<file path="config.mk">
export PLATFORM = sky130hd
export DESIGN_NAME = mmio_tx_sched_flat
export DESIGN_NICKNAME = d
export VERILOG_FILES = /design/src/rtl/mmio_tx_sched_if.sv /design/src/rtl/mmio_tx_sched.sv /design/src/flat_wrapper.sv
export SDC_FILE = /design/constraint.sdc
export NUM_CORES = 1
export LEC_CHECK = 0
export BUFFER_PORTS_ARGS = -buffer_cell sky130_fd_sc_hd__buf_2
export CAP_MARGIN = 20
export CORE_MARGIN = 1
export CORE_UTILIZATION = 45
export CTS_CLUSTER_DIAMETER = 150
export DETAILED_ROUTE_END_ITERATION = 16
export PLACE_DENSITY = 0.66
export SYNTH_ARGS = -nofsm -noshare
export SYNTH_HDL_FRONTEND = slang
export SYNTH_SLANG_ARGS = --single-unit
</file>
<file path="constraint.sdc">
create_clock -name clk -period 3.7 [get_ports clk]
set_clock_uncertainty 0.1 [all_clocks]
set_input_delay 0.185 -clock clk [delete_from_list [all_inputs] [get_ports clk]]
set_output_delay 0.185 -clock clk [all_outputs]
set_load 0.05 [all_outputs]
</file>
<file path="src/rtl/mmio_tx_sched_if.sv">
// Bundle between the memory decoder, the scheduler and the UART transmitter.
// Latency: none; this is wiring only.
// Backpressure: none of its own. tx_busy is the only flow control and is carried here.
//
// master: the CPU-side decoder plus the transmitter (drives the stores and tx_busy).
// slave : mmio_tx_sched (drives the hex register, the byte/start pair and the FIFO status).
interface mmio_tx_sched_if;
  logic        mmio_addr;   // 0 = hex display, 1 = UART TX
  logic [15:0] mmio_data;   // store data; the UART uses [7:0]
  logic        mmio_we;     // one-cycle store strobe
  logic [15:0] hex_data;    // registered hex display value
  logic [7:0]  tx_data;     // byte presented to the transmitter
  logic        tx_start;    // one-cycle start pulse
  logic        tx_busy;     // transmitter is shifting a frame
  logic        fifo_full;   // FIFO holds DEPTH entries
  logic        fifo_empty;  // FIFO holds no entries
  logic [7:0]  drop_cnt;    // UART stores lost to overflow, saturating

  modport master (
    output mmio_addr, mmio_data, mmio_we, tx_busy,
    input  hex_data, tx_data, tx_start, fifo_full, fifo_empty, drop_cnt
  );

  modport slave (
    input  mmio_addr, mmio_data, mmio_we, tx_busy,
    output hex_data, tx_data, tx_start, fifo_full, fifo_empty, drop_cnt
  );
endinterface

</file>
<file path="src/rtl/mmio_tx_sched.sv">
// Purpose: sequences CPU MMIO stores to the hex display register and, through a small FIFO, to the UART.
// Latency: hex store visible 1 cycle later; UART store to tx_start is 1 cycle on an idle transmitter.
// Backpressure: none toward the CPU. A store to a full FIFO is dropped unless a pop frees a slot in the same cycle.
//
// Ports: clk, rst_n (async, active low); bus (slave modport of mmio_tx_sched_if):
//   in : mmio_addr, mmio_data, mmio_we, tx_busy
//   out: hex_data, tx_data, tx_start, fifo_full, fifo_empty, drop_cnt
// DEPTH must be a power of two and at least 2. BUSY_TIMEOUT must be at least 1.
module mmio_tx_sched #(
  parameter int DEPTH        = 4,
  parameter int BUSY_TIMEOUT = 4
) (
  input  logic           clk,
  input  logic           rst_n,
  mmio_tx_sched_if.slave bus
);

  localparam int AW = $clog2(DEPTH);           // pointer width
  localparam int CW = AW + 1;                  // occupancy width, holds 0..DEPTH
  localparam int TW = $clog2(BUSY_TIMEOUT + 1); // timeout counter width, holds 0..BUSY_TIMEOUT

  typedef enum logic [1:0] {
    IDLE      = 2'd0,
    START     = 2'd1,
    WAIT_BUSY = 2'd2,
    WAIT_DONE = 2'd3
  } state_t;

  state_t        state_q, state_d;
  logic [7:0]    mem_q [DEPTH];
  logic [AW-1:0] rd_ptr_q, wr_ptr_q;
  logic [CW-1:0] count_q;
  logic [TW-1:0] to_cnt_q, to_cnt_d, to_cnt_inc;
  logic [15:0]   hex_q;
  logic [7:0]    tx_data_q;
  logic [7:0]    drop_q;

  logic full, empty;
  logic push_req, push_ok, drop;
  logic pop;

  // FIFO status decoded from the occupancy counter.
  assign full  = (count_q == CW'(DEPTH));
  assign empty = (count_q == '0);

  // A full FIFO still accepts a store when the drain pops in the same cycle:
  // the slot being read is freed at the very edge the new byte is written.
  assign push_req = bus.mmio_we & bus.mmio_addr;
  assign push_ok  = push_req & (~full | pop);
  assign drop     = push_req & full & ~pop;

  assign to_cnt_inc = to_cnt_q + TW'(1);

  // Drain FSM: next state, pop request and timeout counter.
  always_comb begin
    state_d  = state_q;
    to_cnt_d = to_cnt_q;
    pop      = 1'b0;
    case (state_q)
      IDLE: begin
        if (!empty && !bus.tx_busy) begin
          pop     = 1'b1;
          state_d = START;
        end
      end
      START: begin
        to_cnt_d = '0;
        state_d  = WAIT_BUSY;
      end
      WAIT_BUSY: begin
        if (bus.tx_busy) begin
          state_d = WAIT_DONE;
        end else begin
          // A transmitter that never acknowledges is treated as having sent
          // the byte, so a dead UART cannot wedge the queue.
          to_cnt_d = to_cnt_inc;
          if (to_cnt_inc == TW'(BUSY_TIMEOUT)) begin
            state_d = IDLE;
          end
        end
      end
      WAIT_DONE: begin
        if (!bus.tx_busy) begin
          state_d = IDLE;
        end
      end
      default: begin
        state_d = IDLE;
      end
    endcase
  end

  always_ff @(posedge clk or negedge rst_n) begin
    if (!rst_n) begin
      state_q  <= IDLE;
      to_cnt_q <= '0;
    end else begin
      state_q  <= state_d;
      to_cnt_q <= to_cnt_d;
    end
  end

  // FIFO pointers and occupancy. Pointers wrap naturally at DEPTH.
  always_ff @(posedge clk or negedge rst_n) begin
    if (!rst_n) begin
      rd_ptr_q <= '0;
      wr_ptr_q <= '0;
      count_q  <= '0;
    end else begin
      if (push_ok) begin
        wr_ptr_q <= wr_ptr_q + AW'(1);
      end
      if (pop) begin
        rd_ptr_q <= rd_ptr_q + AW'(1);
      end
      if (push_ok && !pop) begin
        count_q <= count_q + CW'(1);
      end else if (!push_ok && pop) begin
        count_q <= count_q - CW'(1);
      end
    end
  end

  // Storage carries no reset; resetting the pointers and occupancy is what
  // discards queued bytes.
  always_ff @(posedge clk) begin
    if (push_ok) begin
      mem_q[wr_ptr_q] <= bus.mmio_data[7:0];
    end
  end

  // Hex register, transmit byte latch and the saturating drop counter.
  always_ff @(posedge clk or negedge rst_n) begin
    if (!rst_n) begin
      hex_q     <= 16'h0000;
      tx_data_q <= 8'h00;
      drop_q    <= 8'h00;
    end else begin
      if (bus.mmio_we && !bus.mmio_addr) begin
        hex_q <= bus.mmio_data;
      end
      // The head is read before this edge's write, so a same-cycle push into
      // the slot being freed does not disturb the popped byte.
      if (pop) begin
        tx_data_q <= mem_q[rd_ptr_q];
      end
      if (drop && (drop_q != 8'hFF)) begin
        drop_q <= drop_q + 8'd1;
      end
    end
  end

  // tx_start comes straight from the state register, so it is glitch-free
  // and drops as soon as reset is asserted.
  assign bus.tx_start   = (state_q == START);
  assign bus.tx_data    = tx_data_q;
  assign bus.hex_data   = hex_q;
  assign bus.fifo_full  = full;
  assign bus.fifo_empty = empty;
  assign bus.drop_cnt   = drop_q;

endmodule

</file>
<file path="src/flat_wrapper.sv">
// flat-port wrapper written by rule: the top's interface ports become plain ports
module mmio_tx_sched_flat 
#(
  parameter int DEPTH        = 4,
  parameter int BUSY_TIMEOUT = 4
)
  (clk, rst_n, bus_mmio_addr, bus_mmio_data, bus_mmio_we, bus_tx_busy, bus_hex_data, bus_tx_data, bus_tx_start, bus_fifo_full, bus_fifo_empty, bus_drop_cnt);
  mmio_tx_sched_if bus_i ();
  input  logic clk;
  input  logic rst_n;
  input wire logic [$bits(bus_i.mmio_addr)-1:0] bus_mmio_addr;
  input wire logic [$bits(bus_i.mmio_data)-1:0] bus_mmio_data;
  input wire logic [$bits(bus_i.mmio_we)-1:0] bus_mmio_we;
  input wire logic [$bits(bus_i.tx_busy)-1:0] bus_tx_busy;
  output wire logic [$bits(bus_i.hex_data)-1:0] bus_hex_data;
  output wire logic [$bits(bus_i.tx_data)-1:0] bus_tx_data;
  output wire logic [$bits(bus_i.tx_start)-1:0] bus_tx_start;
  output wire logic [$bits(bus_i.fifo_full)-1:0] bus_fifo_full;
  output wire logic [$bits(bus_i.fifo_empty)-1:0] bus_fifo_empty;
  output wire logic [$bits(bus_i.drop_cnt)-1:0] bus_drop_cnt;
  assign bus_i.mmio_addr = bus_mmio_addr;
  assign bus_i.mmio_data = bus_mmio_data;
  assign bus_i.mmio_we = bus_mmio_we;
  assign bus_i.tx_busy = bus_tx_busy;
  assign bus_hex_data = bus_i.hex_data;
  assign bus_tx_data = bus_i.tx_data;
  assign bus_tx_start = bus_i.tx_start;
  assign bus_fifo_full = bus_i.fifo_full;
  assign bus_fifo_empty = bus_i.fifo_empty;
  assign bus_drop_cnt = bus_i.drop_cnt;
  mmio_tx_sched #(.DEPTH(DEPTH), .BUSY_TIMEOUT(BUSY_TIMEOUT)) u_core (.clk(clk), .rst_n(rst_n), .bus(bus_i));
endmodule
</file>
Word-level counts from Yosys, hierarchy flattened
Memory sizes are Yosys's and may differ from the RTL's. A register that Yosys moved wholly into a read port is not among the register bits.
Cells that the tools add are included.
- bits in writable memories: 32
- output and inout port bits: 35
- logic and storage cells: 61
- register bits: 36
- memories: 1
- input bits: 21
- mux-type cells: 13
- equality and inequality tests: 10
- bitwise logic cells: 7
- reduce and logical (&&, ||, !) cells: 17
- $add $sub $neg: 6
- memory list (memory ; depth ; bits a word ; rd ports ; clocked after Yosys merged registers in ; write ports ; line ; source):
    u_core.mem_q ; 4 ; 8 ; 1 ; 1 ; 1 ; mmio_tx_sched.sv:30 ; logic [7:0] mem_q [DEPTH];
- operators with widths (cell ; count):
    $mux 3 ; 3
    $add 8x1->8 const B ; 1
    $mux 2 ; 4
    $ne 8x8->1 const B ; 1
    $pmux 2 s4 ; 1
    $add 3x1->3 const B ; 2
    $eq 3x3->1 const B ; 2
    $logic_not 1->1 ; 6
    $pmux 3 s2 ; 1
    $logic_and 1x1->1 ; 5
    $add 2x1->2 const B ; 2
    $and 1x1->1 ; 4
    $eq 2x2->1 const B ; 2
    $mux 1 ; 4
    $ne 2x2->1 const B ; 2
    $reduce_bool 2->1 ; 2
    $logic_not 3->1 ; 1
    $ne 3x2->1 const B ; 1
    $reduce_and 3->1 ; 1
    $sub 3x1->3 const B ; 1
    $eq 2x1->1 const B ; 1
    $logic_not 2->1 ; 1
    $ne 2x1->1 const B ; 1
    $not 1->1 ; 2
    2 further kinds ; 2

Depth between registers and ports, before layout
- depth after elaboration: 11
- depth in mapped cells: 11
- mapped depth without buffers: 9

Worst setup path after synthesis
Ideal clock, no wire load.
- path type: reg2reg
- start: register u_core.count_q[0]
- end: register u_core.count_q[2]
- path buffers: 1
- cell stages (with the launch flop): 11
- data arrival time: 2.995 ns
- library setup time: 0.079 ns
- data required time: 3.521 ns
- path slack: 0.525 ns
- cells stage by stage: dfrtp_1 > nor3_1 > nor2b_1 > buf_2 > inv_1 > ha_1 > inv_1 > fa_1 > xor2_1 > nor2_1 > xor2_1
- cells in the longest elaborated chain, start to end: 10
- ends and longest elaborated chain (what ; line ; source):
    start, declared ; mmio_tx_sched.sv:32 ; logic [CW-1:0] count_q;
    start signal, assigned ; mmio_tx_sched.sv:117 ; count_q <= count_q + CW'(1);
    start signal, assigned ; mmio_tx_sched.sv:119 ; count_q <= count_q - CW'(1);
    $logic_not 3->1 * ; mmio_tx_sched.sv:44 ; assign empty = (count_q == '0);
    via bus_fifo_empty ; flat_wrapper.sv:19 ; output wire logic [$bits(bus_i.fifo_empty)-1:0] bus_fifo_empty;
    $logic_not 1->1 * ; mmio_tx_sched.sv:61 ; if (!empty && !bus.tx_busy) begin
    $logic_and 1x1->1 * ; mmio_tx_sched.sv:61 ;
    $mux 1 * ; mmio_tx_sched.sv:61 ;
    $mux 1 * ; mmio_tx_sched.sv:59 ; case (state_q)
    $or 1x1->1 ; mmio_tx_sched.sv:49 ; assign push_ok = push_req & (~full | pop);
    $and 1x1->1 ; mmio_tx_sched.sv:49 ;
    $logic_not 1->1 ; mmio_tx_sched.sv:118 ; end else if (!push_ok && pop) begin
    $logic_and 1x1->1 ; mmio_tx_sched.sv:118 ;
    $reduce_bool 2->1 (no source line) ; -- ;
The timed path passes the listed nets; every way through them passes the cells marked *. The select of a mux whose other input is x is not followed.
A chain may end at the register's enable or synchronous reset.

Worst setup path after layout
- start: register u_core.state_q[0]
- end: register u_core.count_q[2]
- cells in the longest elaborated chain, start to end: 7
- ends and longest elaborated chain (what ; line ; source):
    start, declared ; mmio_tx_sched.sv:29 ; state_t state_q, state_d;
    start signal, assigned ; mmio_tx_sched.sv:98 ; state_q <= state_d;
    $logic_not 2->1 * ; mmio_tx_sched.sv:59 ;
    $mux 1 * ; mmio_tx_sched.sv:59 ;
    $or 1x1->1 * ; mmio_tx_sched.sv:49 ;
    $and 1x1->1 * ; mmio_tx_sched.sv:49 ;
    via u_core.push_ok ; mmio_tx_sched.sv:39 ; logic push_req, push_ok, drop;
    $logic_not 1->1 ; mmio_tx_sched.sv:118 ;
    $logic_and 1x1->1 ; mmio_tx_sched.sv:118 ;
    $reduce_bool 2->1 (no source line) ; -- ;
The timed path passes the listed nets; every way through them passes the cells marked *.

==> summary.md <==
| Metric | Value |
|---|---|
| Worst setup SP type | flip-flop |
| CP max-delay cell | dfrtp_1 |
| Fin. Hold Viols | 0 |
| Clock latency at the later pin of the worst-skew pair | 0.34 ns |
| Hold WC Path Type | input port to flip-flop |
| CTS clock-pin slew for the worst setup and hold paths | 0.08 ns |
| Initial drt markers | 133 |
| Die Wd | 85.7 um |
| I/O pins | 56 |
| Max incr delay on CP | 0.48 ns |
| H-tree levels | 3 |
| Min cycle time layout | 2.47 ns |
| Vias | 1,827 |
| Initial core utilization | 0.464 |
| Worst path top cell family by delay | simple AND/OR/NAND/NOR gates |
| Initial antenna violation count | 0 |
| CTS tree | done |
| Area growth syn-to-layout | 23.8% |
| Drt total wl | 5.45 mm |
| Overall routing resource usage | 0.169 |
| Postcts setup bufs | 0 |
| Pre-antenna DRT Iters | 4 |
| F_max | 405 MHz |
| Ys Warns | 0 |
| Seq pwr share | 0.442 |
| Post-synth EDFFs | 32 |
| Rows | 30 |
| Maxcap violations | 0 |
| Placed cell areas | 0.00354 mm^2 |
| Final setup TNS | 0 ns |
| WP data arrival | 2.64 ns |
| Layout cell share with drive strength beyond 1 | 0.395 |
| Int Power | 1.76 mW |
| Post-Syn Area per Cell | 15.9 um^2 |
| Clock network power share | 0.210 |
| NetSw | 1.08 mW |
| Sequential element share of the synthesized area | 0.653 |
| Pre-CTS WS | 1.24 ns |
| Die area | 0.00735 mm^2 |
| Worst path required time | 3.87 ns |
| Grt total ovfl | 0 |
| Crit Path Class | flip-flop to flip-flop |
| Residual DRC | 0 |
| DP Wirelength | 3.58 mm |
| Pin count of the biggest net entering global routing | 45 |
| Slew Limit Fails | 0 |
| Fin area | 0.00391 mm^2 |
| Power per cell area | 727 mW/mm^2 |
| Die Y | 85.7 um |
| CP Cell Sequence | nor3_4, nor2_1, nor2_1, ha_1, inv_1, fa_1, xor2_1, nor2_1, xor2_1 |
| Final setup viols | 0 |
| Final period utilization | 0.667 |
| Status | completed |
| Worst Setup End Kind | flip-flop |
| Logic pwr share | 0.348 |
| Fin Hold WS | 0.0238 ns |
| Gpl congestion | 0.819 |
| Mapped Area | 0.00316 mm^2 |
| Port bufs | 55 |
| WL/cell | 14.4 um |
| # diodes | 0 |
| Leak | 1.67 nW |
| Synth cell types | 29 |
| Final worst setup slack | 1.23 ns |
| Post-synth top flop | dfrtp_1 |
| Clk root buf | clkbuf_8 |
| Worst slew pin tran | 0.562 ns |
| Sw Share | 0.379 |
| Clock sinks | 76 |
| Vias per cell | 4.85 |
| Gate Count Post-Synth | 198 |
| Asr flop ratio synth | 0.579 |
| Fin util | 0.575 |
| Worst path most repeated cell | nor2_1 |
| Max transition margin | 0.626 |
| Cts bufs inserted | 9 |
| CTS Buffer Depth | 2 |
| Peak supply drop | 0.000434 V |
| First-pass GRT wire length | 9.20 mm |
| Area of the core | 0.00679 mm^2 |
| Vias in the first global route | 1,896 |
| RSZ-0062 raised after global routing | false |
| Routed Antenna Nets | 0 |
| Crit path max fanout | 8 |
| #FFs+latches synth | 76 |
| Final net count | 307 |
| Syn nets | 228 |
| WP buf/inv | 1 |
==> cell type report <==
cell class	count	area [um^2]
repair buffers	75	480
flip-flops and latches	76	2060
clock inverters	5	53.8
inverters	7	26.3
multi-input cells	108	1040
fillers	558	2890
clock buffers	10	128
well taps	96	120
==> routing by layer <==
metal	vias up	track usage	part of all wire
met5	-	0	0
met4	0	0.0909	0.022
met3	10	0.0385	0.037
met2	44	0.268	0.47
met1	893	0.220	0.47
li1	880	-	-
==> state kept, by name, indices dropped and copies added, names as in the netlist <==
register / flops
u_core.bus.drop_cnt: 8
u_core.bus.tx_data: 8
u_core.rd_ptr_q: 2
u_core.bus.hex_data: 16
u_core.to_cnt_q: 3
u_core.mem_q: 32
u_core.wr_ptr_q: 2
u_core.count_q: 3
u_core.state_q: 2
==> worst reg2reg max path, cell delays in order (launching register included) <==
cell and delay [ns]:
dfrtp_1 0.48, nor3_4 0.28, nor2_1 0.08, nor2_1 0.36
ha_1 0.26, inv_1 0.06, fa_1 0.37, xor2_1 0.15
nor2_1 0.11, xor2_1 0.15
==> logic make-up after synthesis <==
group	Yosys count	synth area share
flops	76	0.653
simple gates	40	0.0741
mux	39	0.168
buf+inv	14	0.0178
compound gates	10	0.0210
xor+xnor	10	0.0278
fa+ha+maj	9	0.0381
==> layout by cell type (no fill, tap or decap), types with 5 or more instances in the layout <==
| master | n |
|---|---|
| edfxtp_1 | 32 |
| dlygate4sd3_1 | 17 |
| nor2_1 | 6 |
| xnor2_1 | 6 |
| buf_2 | 55 |
| nand3_1 | 5 |
| mux2_2 | 27 |
| nand2_1 | 9 |
| clkbuf_8 | 9 |
| ha_1 | 8 |
| and2_1 | 7 |
| dfrtp_1 | 44 |
| mux4_2 | 8 |
| inv_1 | 7 |
==> worst paths after layout <==
path                                         from                endpoint  slack (ns)  cells past startpoint
worst max-delay path            u_core.state_q[0]       u_core.count_q[2]        1.23                      9
worst min-delay path                  bus_tx_busy       u_core.state_q[0]        0.02                      3
worst max register to register  u_core.state_q[0]       u_core.count_q[2]        1.23                      9
worst min register to register  u_core.count_q[2]       u_core.count_q[2]        0.40                      1
max in group asynchronous                   rst_n  u_core.bus.hex_data[8]        2.81                      3
min in group asynchronous                   rst_n      u_core.to_cnt_q[2]        0.20                      2
==> power by group through the flow <==
stage                     registers (mW)  clock network (mW)  logic, mW
final                               1.25               0.597      0.988
after global routing                1.29               0.644       1.06
after CTS                           1.26               0.612      0.994
after detailed placement            1.28                   0      0.977
after global placement              1.27                   0      0.964
after floorplan                     1.49                   0      0.534
==> stage by stage <==
| step | power, mW | cells |
|---|---|---|
| final | 2.84 | 377 |
| after detailed placement | 2.25 | 344 |
| after global placement | 2.23 | 344 |
| after floorplan | 2.02 | 198 |
| after CTS | 2.87 | 376 |
| after global routing | 3.00 | 377 |
==> synth_stat cells, drive strengths merged, types with 3 or more instances <==
cell type | count | area share
a21oi | 3 | 0.0048
a22o | 3 | 0.0083
and2 | 7 | 0.014
buf | 4 | 0.0059
clkbuf | 3 | 0.0036
dfrtp | 44 | 0.35
edfxtp | 32 | 0.30
ha | 8 | 0.032
inv | 7 | 0.0083
mux2 | 31 | 0.11
mux4 | 8 | 0.057
nand2 | 9 | 0.011
nand3 | 5 | 0.0079
nor2 | 6 | 0.0071
nor3 | 3 | 0.012
o21ai | 3 | 0.0048
xnor2 | 6 | 0.017
xor2 | 4 | 0.011
==> timing repair <==
item / 4_1_cts / 5_1_grt
gates resized for setup: 0 / 0
hold buffers: 17 / 0
endpoints found under the hold margin: 84 / 0
Power figures use the tool's default switching activity.
